File: src/rtl/uart_tx.sv
//==============================================================================
// uart_tx: LSB-first UART transmitter with a one-byte holding register; optional parity via UART_TX_PARITY_EN.
// Revision 1.0
//==============================================================================
`default_nettype none

module uart_tx #(
  parameter int DATA_W       = 8,
  parameter int CLKS_PER_BIT = 1,
  parameter int STOP_BITS    = 1,
  parameter int PARITY_ODD   = 0
) (
  input  logic              clk,
  input  logic              rst_n,
  input  logic [DATA_W-1:0] in_data,
  input  logic              in_valid,
  output logic              in_ready,
  output logic              tx,
  output logic              busy
);

  localparam int BAUD_W = (CLKS_PER_BIT > 1) ? $clog2(CLKS_PER_BIT) : 1;
  localparam int BIT_W  = (DATA_W > 1) ? $clog2(DATA_W) : 1;

  localparam logic [BAUD_W-1:0] c_baud_last = BAUD_W'(CLKS_PER_BIT - 1);
  localparam logic [BIT_W-1:0]  c_bit_last  = BIT_W'(DATA_W - 1);
  localparam logic              c_stop_last = 1'(STOP_BITS - 1);

  localparam logic [2:0] c_idle   = 3'd0;
  localparam logic [2:0] c_start  = 3'd1;
  localparam logic [2:0] c_data   = 3'd2;
`ifdef UART_TX_PARITY_EN
  localparam logic [2:0] c_parity = 3'd3;
`endif
  localparam logic [2:0] c_stop   = 3'd4;

  if (CLKS_PER_BIT < 1 || DATA_W < 1 || (STOP_BITS != 1 && STOP_BITS != 2) ||
      (PARITY_ODD != 0 && PARITY_ODD != 1)) begin : g_bad_cfg
    $error("uart_tx: illegal parameter set");
  end

  logic [2:0]        state_q, state_d;
  logic [DATA_W-1:0] hold_q, hold_d;
  logic              hold_full_q, hold_full_d;
  logic [DATA_W-1:0] shift_q, shift_d;
  logic [BAUD_W-1:0] baud_q, baud_d;
  logic [BIT_W-1:0]  bit_q, bit_d;
  logic              stop_q, stop_d;
  logic              tx_q, tx_d;
`ifdef UART_TX_PARITY_EN
  logic              par_q, par_d;
`endif

  logic w_accept;
  logic w_baud_end;

  assign w_accept   = in_valid && !hold_full_q;
  assign w_baud_end = (baud_q == c_baud_last);

  always_comb begin
    state_d     = state_q;
    hold_d      = hold_q;
    hold_full_d = hold_full_q;
    shift_d     = shift_q;
    bit_d       = bit_q;
    stop_d      = stop_q;
    tx_d        = tx_q;
    baud_d      = (state_q == c_idle || w_baud_end) ? '0 : baud_q + BAUD_W'(1);
`ifdef UART_TX_PARITY_EN
    par_d       = par_q;
`endif

    if (w_accept) begin
      hold_d      = in_data;
      hold_full_d = 1'b1;
    end

    // Loading the holding register always starts a frame; shared by IDLE and STOP.
    if ((state_q == c_idle && hold_full_q) ||
        (state_q == c_stop && w_baud_end && stop_q == c_stop_last && hold_full_q)) begin
      state_d     = c_start;
      shift_d     = hold_q;
      hold_full_d = 1'b0;
      tx_d        = 1'b0;
`ifdef UART_TX_PARITY_EN
      par_d       = (^hold_q) ^ 1'(PARITY_ODD);
`endif
    end else begin
      case (state_q)
        c_idle: begin
          tx_d = 1'b1;
        end
        c_start: begin
          if (w_baud_end) begin
            state_d = c_data;
            tx_d    = shift_q[0];
            bit_d   = '0;
          end
        end
        c_data: begin
          if (w_baud_end) begin
            if (bit_q == c_bit_last) begin
`ifdef UART_TX_PARITY_EN
              state_d = c_parity;
              tx_d    = par_q;
`else
              state_d = c_stop;
              tx_d    = 1'b1;
              stop_d  = 1'b0;
`endif
            end else begin
              bit_d   = bit_q + BIT_W'(1);
              shift_d = shift_q >> 1;
              tx_d    = shift_d[0];
            end
          end
        end
`ifdef UART_TX_PARITY_EN
        c_parity: begin
          if (w_baud_end) begin
            state_d = c_stop;
            tx_d    = 1'b1;
            stop_d  = 1'b0;
          end
        end
`endif
        c_stop: begin
          if (w_baud_end) begin
            if (stop_q == c_stop_last) begin
              state_d = c_idle;
            end else begin
              stop_d = stop_q + 1'b1;
            end
          end
        end
        default: begin
          state_d = c_idle;
          tx_d    = 1'b1;
        end
      endcase
    end
  end

  always_ff @(posedge clk or negedge rst_n) begin
    if (!rst_n) begin
      state_q     <= c_idle;
      hold_q      <= '0;
      hold_full_q <= 1'b0;
      shift_q     <= '0;
      baud_q      <= '0;
      bit_q       <= '0;
      stop_q      <= 1'b0;
      tx_q        <= 1'b1;
`ifdef UART_TX_PARITY_EN
      par_q       <= 1'b0;
`endif
    end else begin
      state_q     <= state_d;
      hold_q      <= hold_d;
      hold_full_q <= hold_full_d;
      shift_q     <= shift_d;
      baud_q      <= baud_d;
      bit_q       <= bit_d;
      stop_q      <= stop_d;
      tx_q        <= tx_d;
`ifdef UART_TX_PARITY_EN
      par_q       <= par_d;
`endif
    end
  end

  assign in_ready = !hold_full_q;
  assign tx       = tx_q;
  assign busy     = (state_q != c_idle) | hold_full_q;

endmodule

`default_nettype wire

File: config.mk
export PLATFORM = sky130hd
export DESIGN_NAME = uart_tx
export DESIGN_NICKNAME = d
export VERILOG_FILES = /design/src/rtl/uart_tx.sv
export SDC_FILE = /design/constraint.sdc
export NUM_CORES = 1
export LEC_CHECK = 0
export ABC_AREA = 0
export CAP_MARGIN = 20
export CORE_MARGIN = 10
export CORE_UTILIZATION = 38
export CTS_BUF_LIST = sky130_fd_sc_hd__clkbuf_4
export DETAILED_ROUTE_END_ITERATION = 7
export HOLD_SLACK_MARGIN = 0.06
export PLACE_DENSITY_LB_ADDON = 0.3
export SYNTH_ARGS = -nofsm -noshare
export SYNTH_HDL_FRONTEND = slang
export SYNTH_SLANG_ARGS = --single-unit
File: constraint.sdc
create_clock -name clk -period 4.7 [get_ports clk]
set_input_delay 0.94 -clock clk [delete_from_list [all_inputs] [get_ports clk]]
set_output_delay 0.94 -clock clk [all_outputs]
set_load 0.02 [all_outputs]
After elaboration in Yosys (flattened, before gate mapping)
Cells that the tools add are included.
{ "word_totals": {"romBits": 0, "ram_bits": 0, "latch_bits": 0, "mem_count": 0, "inputBits": 11, "ff_bits": 26} }
{ "op_classes": {"reduce_logical": 19, "n_shift": 0, "n_eq_ne": 18, "n_mux": 28, "addsub": 3, "div": 0, "n_bitwise": 4, "mul": 0, "order_cmp": 0} }
{ "ops": {"columns": ["cell", "n"], "rows": [
  ["$mux W8", 4],
  ["$mux W3", 9],
  ["$ne A2 B2 Y1 const B", 6],
  ["$pmux W3 S4", 1],
  ["$mux W1", 11],
  ["$reduce_and A5 Y1", 2],
  ["$ne A3 B3 Y1 const B", 3],
  ["$reduce_bool A2 Y1", 4],
  ["$eq A3 B3 Y1 const B", 2],
  ["$ne A2 B1 Y1 const B", 3],
  ["$ne A3 B2 Y1 const B", 2],
  ["$pmux W3 S2", 1],
  ["$reduce_and A3 Y1", 2],
  ["$reduce_and A6 Y1", 1],
  ["$logic_and A1 B1 Y1", 5],
  ["$add A3 B1 Y3 const B", 1],
  ["$eq A3 B1 Y1 const B", 1],
  ["$eq A3 B2 Y1 const B", 1],
  ["$logic_not A3 Y1", 1],
  ["$not A1 Y1", 3],
  ["$pmux W1 S3", 1],
  ["$reduce_bool A3 Y1", 1],
  ["$add A1 B1 Y1 const B", 2],
  ["$logic_or A1 B1 Y1", 2],
  ["other kinds (3)", 3]
]} }

Depth between registers and ports, before layout
Gate-level depths: netlist (run 1).
{ "logic_depth": {"word_depth": 7, "ltp_mapped": 6, "ltp_nobuf": 6} }

Least setup slack after synthesis (run 1)
OpenSTA, ideal clock, no wires.
{ "synth_timing": {"path_type": "register to output", "startpoint": "register state_q[1]", "endpoint": "output port busy", "arrival_time_ns": 1.195, "path_buffers": 1, "stages_incl_launch_ff": 3, "required_time_ns": 3.760, "setup_slack_ns": 2.565, "cell_sequence": "dfrtp_1 > buf_4 > or4_2"} }
{ "synth_between": {"elab_chain_len": 2} }
{ "synth_rtl": {"columns": ["element", "line_no", "rtl"], "rows": [
  ["start, declared", "42", "logic [2:0] state_q, state_d;"],
  ["start signal, assigned", "146", "state_q <= c_idle;"],
  ["start signal, assigned", "158", "state_q <= state_d;"],
  ["$reduce_bool A3 Y1", "174", "assign busy = (state_q != c_idle) | hold_full_q;"],
  ["$or A1 B1 Y1", "174", null],
  ["end, declared", "19", "output logic busy"]
]} }
No other way between the ends.

Worst setup path after layout (run 1)
Ends and elaborated chain as after synthesis.

==> results of run 1 <==
==> sequential cells by signal, indices dropped and copies added (netlist names) <==
name and flops:
shift_q 8, tx 1, state_q 3, bit_q 3, hold_q 8, baud_q 1
hold_full_q 1
==> worst min-delay path by stage <==
| stage | to | cells after the start |
|---|---|---|
| after CTS | tx | 2 |
| after detailed placement | tx | 2 |
| after global routing | tx | 2 |
| after global placement | tx | 2 |
| after floorplan | bit_q[1] | 1 |
| final | tx | 2 |
==> synth_stat cells (3+ instances only) <==
library cell	count	share of area
dfrtp_1	24	0.50
a21oi_1	10	0.041
buf_6	3	0.028
inv_1	7	0.022
o21ai_0	3	0.012
nand2_1	3	0.0093
mux2_2	7	0.065
mux2i_1	9	0.075
nor2_1	10	0.031
==> worst register-to-register path, cell delays in order (launching register included) <==
cell and delay [ns]:
dfrtp_1 0.43, ha_1 0.21, ha_1 0.25, nor4_4 0.65
mux2i_1 0.27, a21oi_1 0.09
==> kinds of logic (layout without fill, tap and decap cells) <==
family,Yosys count,count (layout),share of synthesized area
AOI/OAI and AO/OA,21,21,0.111
DFF,25,25,0.519
adders and majority gates,2,2,0.0207
buffers and inverters,13,25,0.0643
other,1,1,0.00311
and+or+nand+nor,24,24,0.130
muxes,17,17,0.152
==> final cells by class <==
cell class	instances	area (sq um)
Clock buffer	4	30.0
Fill cell	312	1660
Inverter	7	26.3
Multi-Input combinational cell	65	503
Sequential cell	25	627
Tap cell	44	55.1
Timing Repair Buffer	14	155
==> per-stage QoR <==
step	util	total power [uW]
floorplan	-	642
global placement	0.439	691
detailed placement	0.439	708
CTS	0.449	808
global route	0.457	875
finish	0.457	797
==> routing by layer <==
layer,routed length (microns),track usage,vias up
met3,39,0.0177,0
met1,1010,0.0775,347
met2,851,0.111,8
li1,-,-,383
met4,0,0.0223,0
met5,0,0,-
==> where the power goes <==
group,total [uW],internal [uW],switching (uW)
registers,391,313,77.6
clock network,97.6,38.8,58.8
logic,309,164,145
==> run summary, run 1 <==
### Run status
- status: finished, final reports clean

### Synthesis
- post-synthesis async set-or-reset flop share: 1.00
- count of different cell masters after synthesis: 32
- cells after synthesis: 103
- Post-synth EDFFs: 0
- Avg Inst Size Synth: 11.7 sq um
- number of flip-flops and latches in the synthesized netlist: 25
- total standard cell area after synthesis: 1210 sq um
- most common flop cell mapped by yosys: dfrtp_1
- proportion of synthesized chip area in sequential cells: 0.519
- Syn. warnings: 0
- Net Count, Synth: 116

### Worst setup path
- kind of start point of the critical path: flip-flop
- Reg-to-Reg End: shift_q[5]
- Setup CP Type: reg -> out
- cells along the critical path: or4_2 > clkdlybuf4s50_1
- data required time of the critical path: 3.76 ns
- category of cells accounting for the largest share of critical-path delay: simple AND/OR/NAND/NOR gates
- beginning of the worst register-to-register path: bit_q[0]
- Slowest Stage Delay on Critical Path: 0.66 ns
- flop-to-flop setup slack: 2.69 ns
- slowest stage cell on the critical path: or4_2
- Setup crit start: state_q[1]
- critical path arrival: 2.05 ns
- Setup crit end: busy
- type of element capturing the critical path: output pin
- worst reg2reg path depth: 5
- number of buffers and inverters on the critical path: 1
- Crit. path cell count: 2
- crit path max fanout: 10

### Clock network
- Resized Gates After CTS: 0
- post-CTS clock slew at the launch and capture registers of the worst setup and hold paths: 0.13 ns
- H-tree depth: 1
- number of hold buffers added after CTS: 0
- Post-CTS Repair Setup Buffers: 0
- clock buffer count from CTS: 3
- clock net sink count: 25
- library cell used as clock root buffer: clkbuf_4
- TritonCTS clock tree: built
- maximum root-to-sink buffer count: 2
- worst-skew pair later-pin latency: 0.30 ns

### STA
- Hold Violations, Final: 0
- Total Neg Setup Slack: 0 ns
- min setup slack post-route: 1.71 ns
- setup repair after global routing missed its margin: false
- portion of the clock cycle consumed by the worst path in the final layout: 0.637
- clock period minus worst slack: 2.99 ns
- slew at the pin closest to its max-slew limit: 0.730 ns
- Slew Viols, Final: 0
- smallest hold slack: 0.481 ns
- final setup violation count: 0
- Max Clock Skew: 0.00179 ns
- relative slew slack: 0.510
- maximum frequency from static timing analysis: 0.334 GHz

### Placement
- worst slack at placement: 2.06 ns
- post-placement cell count: 154
- dpl hpwl: 1380 microns
- number of port buffers: 13
- gp weighted congestion: 0.668
- placed instance area: 1340 sq um

### Drt
- remaining number of nets flagged by the antenna check after routing: 0
- via count: 738
- drt via density: 4.64
- final routed wirelength across all metal layers: 1900 microns
- remaining routing DRC violations: 0
- drt first pass iters: 4
- drt first-iter violations: 33
- post-DR wirelength/cell: 11.9 microns

### Global routing
- wire length of the first global-routing pass: 3340 microns
- largest net degree at the start of global routing: 26
- antenna violations before repair: 0
- combined global-route utilization of all metal layers: 0.0656
- number of global-route vias before repair: 784
- global-route congestion overflow total: 0

### Min path
- start point of the worst min-delay path: tx
- hold crit path type: reg -> reg

### Final layout
- final non-filler cell total: 159
- fraction of final layout cells with drive strength greater than 1: 0.191
- ant diodes: 0
- post-synthesis to final-layout area growth: 15.6%
- most common cell after layout, fill and taps aside: dfrtp_1
- most frequent cells in the layout: dfrtp_1 (24), clkdlybuf4s50_1 (13), a21oi_1 (10), nor2_1 (10), mux2i_1 (9)
- Final nets: 129
- final instance area: 1400 sq um

### Flow run
- max cap viols: 0

### Die
- total die area: 5830 sq um
- Core Footprint: 3050 sq um
- number of placement rows: 20
- starting utilization of the core area: 0.395
- Die Width: 76.4 microns
- Die Y: 76.4 microns
- number of top-level pins: 14

### Pwr
- highest ir drop seen on vdd: 0.221 mV
- Lkg Pwr: 0.000589 uW
- total power per unit cell area: 571 nW/um^2

Note: power is estimated with default switching activity, not from simulation.
==> run 2, diff against run 1 <==
Clock period 4.7 ns to 3.1 ns, I/O delays scaled along.
==> run 2 against run 1 <==
Against the previous run: combinational power is 50% higher; utilization shrank 0.57 points; final cell count stayed put; total power rose by 51%; setup slack got worse by 1.3 ns; cell area fell by 1.3%; hold slack better by 0.0054 ns; clock skew rose by 0.0064 ns; die area stayed put; global-route usage shrank 0.052 points.
==> run summary, run 2 (same netlist as run 1, synthesis figures left out) <==
### Run status
- status: finished, final reports clean

### Final layout
- area used by multi-input combinational logic: 503 sq um, unchanged
- post-synthesis to final-layout area growth: 14.2%
- most common cell after layout, fill and taps aside: dfrtp_1
- final non-filler cell total: 159, unchanged
- Layout fillers: 319, +2.2%
- fraction of final layout cells with drive strength greater than 1: 0.191, unchanged
- ant diodes: 0, unchanged
- most frequent cells in the layout: dfrtp_1 (24), clkdlybuf4s50_1 (13), a21oi_1 (10), nor2_1 (10), mux2i_1 (9)
- top flop regs: hold_q (8), shift_q (8)
- Final nets: 129, unchanged
- final instance area: 1380 sq um, -1.3%
- area taken by flip-flops and latches: 627 sq um, unchanged

### Drt
- via count: 756, +2.4%
- drt first pass iters: 4, unchanged
- final routed wirelength across all metal layers: 1870 microns, -1.5%
- post-DR wirelength/cell: 11.7 microns, -1.5%
- remaining routing DRC violations: 0, unchanged
- drt first-iter violations: 14, -58%
- remaining number of nets flagged by the antenna check after routing: 0, unchanged
- drt via density: 4.75, +2.4%

### Placement
- gp weighted congestion: 0.670, +0.27%
- dpl hpwl: 1370 microns, -1.2%
- placed instance area: 1350 sq um, +0.56%
- number of port buffers: 13, unchanged
- post-placement cell count: 155, +0.65%

### Pwr
- Net Switching: 426 uW, +51%
- Lkg Pwr: 0.000581 uW, -1.3%
- switching part of the total: 0.353, about the same
- share of power burned in the clock network: 0.124, +0.002
- total power per unit cell area: 875 nW/um^2, +53%
- highest ir drop seen on vdd: 0.377 mV, +71%
- Internal Power: 781 uW, +51%
- share of total power in combinational logic: 0.385, -0.002
- power share of the sequential group: 0.490, about the same

### STA
- setup repair after global routing missed its margin: false
- relative slew slack: 0.492, -0.0171
- slew at the pin closest to its max-slew limit: 0.756 ns, +0.0255 ns
- Total Neg Setup Slack: 0 ns, unchanged
- maximum frequency from static timing analysis: 0.374 GHz
- Slew Viols, Final: 0, unchanged
- final setup violation count: 0, unchanged
- clock period minus worst slack: 2.68 ns
- Hold Violations, Final: 0, unchanged
- Max Clock Skew: 0.00817 ns, +0.00638 ns
- portion of the clock cycle consumed by the worst path in the final layout: 0.863
- smallest hold slack: 0.486 ns, +0.00538 ns

### Clock network
- clock buffer count from CTS: 3, unchanged
- number of hold buffers added after CTS: 0, unchanged
- library cell used as clock root buffer: clkbuf_4
- post-CTS clock slew at the launch and capture registers of the worst setup and hold paths: 0.13 ns, about the same
- maximum root-to-sink buffer count: 2, unchanged
- Resized Gates After CTS: 0, unchanged
- H-tree depth: 1, unchanged
- Post-CTS Repair Setup Buffers: 0, unchanged
- TritonCTS clock tree: built
- clock net sink count: 25, unchanged
- worst-skew pair later-pin latency: 0.31 ns, about the same

### Die
- Core Footprint: 3050 sq um, unchanged
- Die Y: 76.4 microns, unchanged
- number of top-level pins: 14, unchanged
- starting utilization of the core area: 0.395, unchanged
- Die Width: 76.4 microns, unchanged
- total die area: 5830 sq um, unchanged
- number of placement rows: 20, unchanged

### Worst setup path
- crit path max fanout: 10, unchanged
- slowest stage cell on the critical path: or4_2
- type of element capturing the critical path: output pin
- data required time of the critical path: 2.48 ns, -1.28 ns
- Setup CP Type: reg -> out
- cells along the critical path: or4_2 > clkdlybuf4s50_1
- kind of start point of the critical path: flip-flop
- Slowest Stage Delay on Critical Path: 0.65 ns, about the same
- critical path arrival: 2.06 ns, about the same

### Global routing
- antenna violations before repair: 0, unchanged
- largest net degree at the start of global routing: 26, unchanged
- combined global-route utilization of all metal layers: 0.0650, -0.000517
- wire length of the first global-routing pass: 3170 microns, -5.2%
- number of global-route vias before repair: 762, -2.8%
- global-route congestion overflow total: 0, unchanged

### Flow run
- max cap viols: 0, unchanged

### Min path
- hold crit path type: reg -> reg

run 2: cell types whose count changed in the layout (fill, tap and decap cells not counted), sizes merged:
cell    delta
clkbuf     -1
buf        +1
run 2: final cells by class:
type,instances,area share
Multi-Input combinational cell,65,0.365
Tap cell,44,0.0399
Clock buffer,4,0.0218
Sequential cell,25,0.455
Inverter,7,0.0191
Timing Repair Buffer,14,0.0998
run 2: path summary, 6_finish.rpt:
path                            startpoint          end  slack [ns]  cells after the start
min in group asynchronous            rst_n  hold_full_q        0.65                      2
worst max-delay path            state_q[1]         busy        0.42                      2
max in group asynchronous            rst_n           tx        2.16                      2
worst max register to register    bit_q[0]   shift_q[6]        1.09                      5
worst min-delay path                    tx           tx        0.49                      2
worst min register to register          tx           tx        0.49                      2
run 2: metrics by stage:
stage	total power [uW]	utilization	setup slack, ns
2_1_floorplan	974	-	1.29
3_3_place_gp	1050	0.442	0.803
3_5_place_dp	1070	0.442	0.778
4_1_cts	1220	0.452	0.410
5_1_grt	1310	0.452	0.348
6_report	1210	0.452	0.424
run 2: worst max-delay path, delay by kind of cell, from the launching register on:
family | cells | cell delay (ns)
buffers and inverters | 1 | 0.56
flip-flops | 1 | 0.54
AND/OR/NAND/NOR | 1 | 0.65
run 2: metal layers:
metal  global-route usage  share of wire  vias to the layer above
met2                0.109           0.48                       12
met5                    0              0                        -
met1               0.0718           0.48                      357
met4               0.0390          0.020                        0
met3               0.0177          0.021                        4
li1                     -              -                      383
run 2: power by group through the flow:
stage,Sequential [uW],Combinational [uW],Clock [uW]
final,592,465,150
after global routing,612,527,174
after CTS,592,473,158
after detailed placement,600,472,0
after global placement,590,458,0
after floorplan,557,416,0
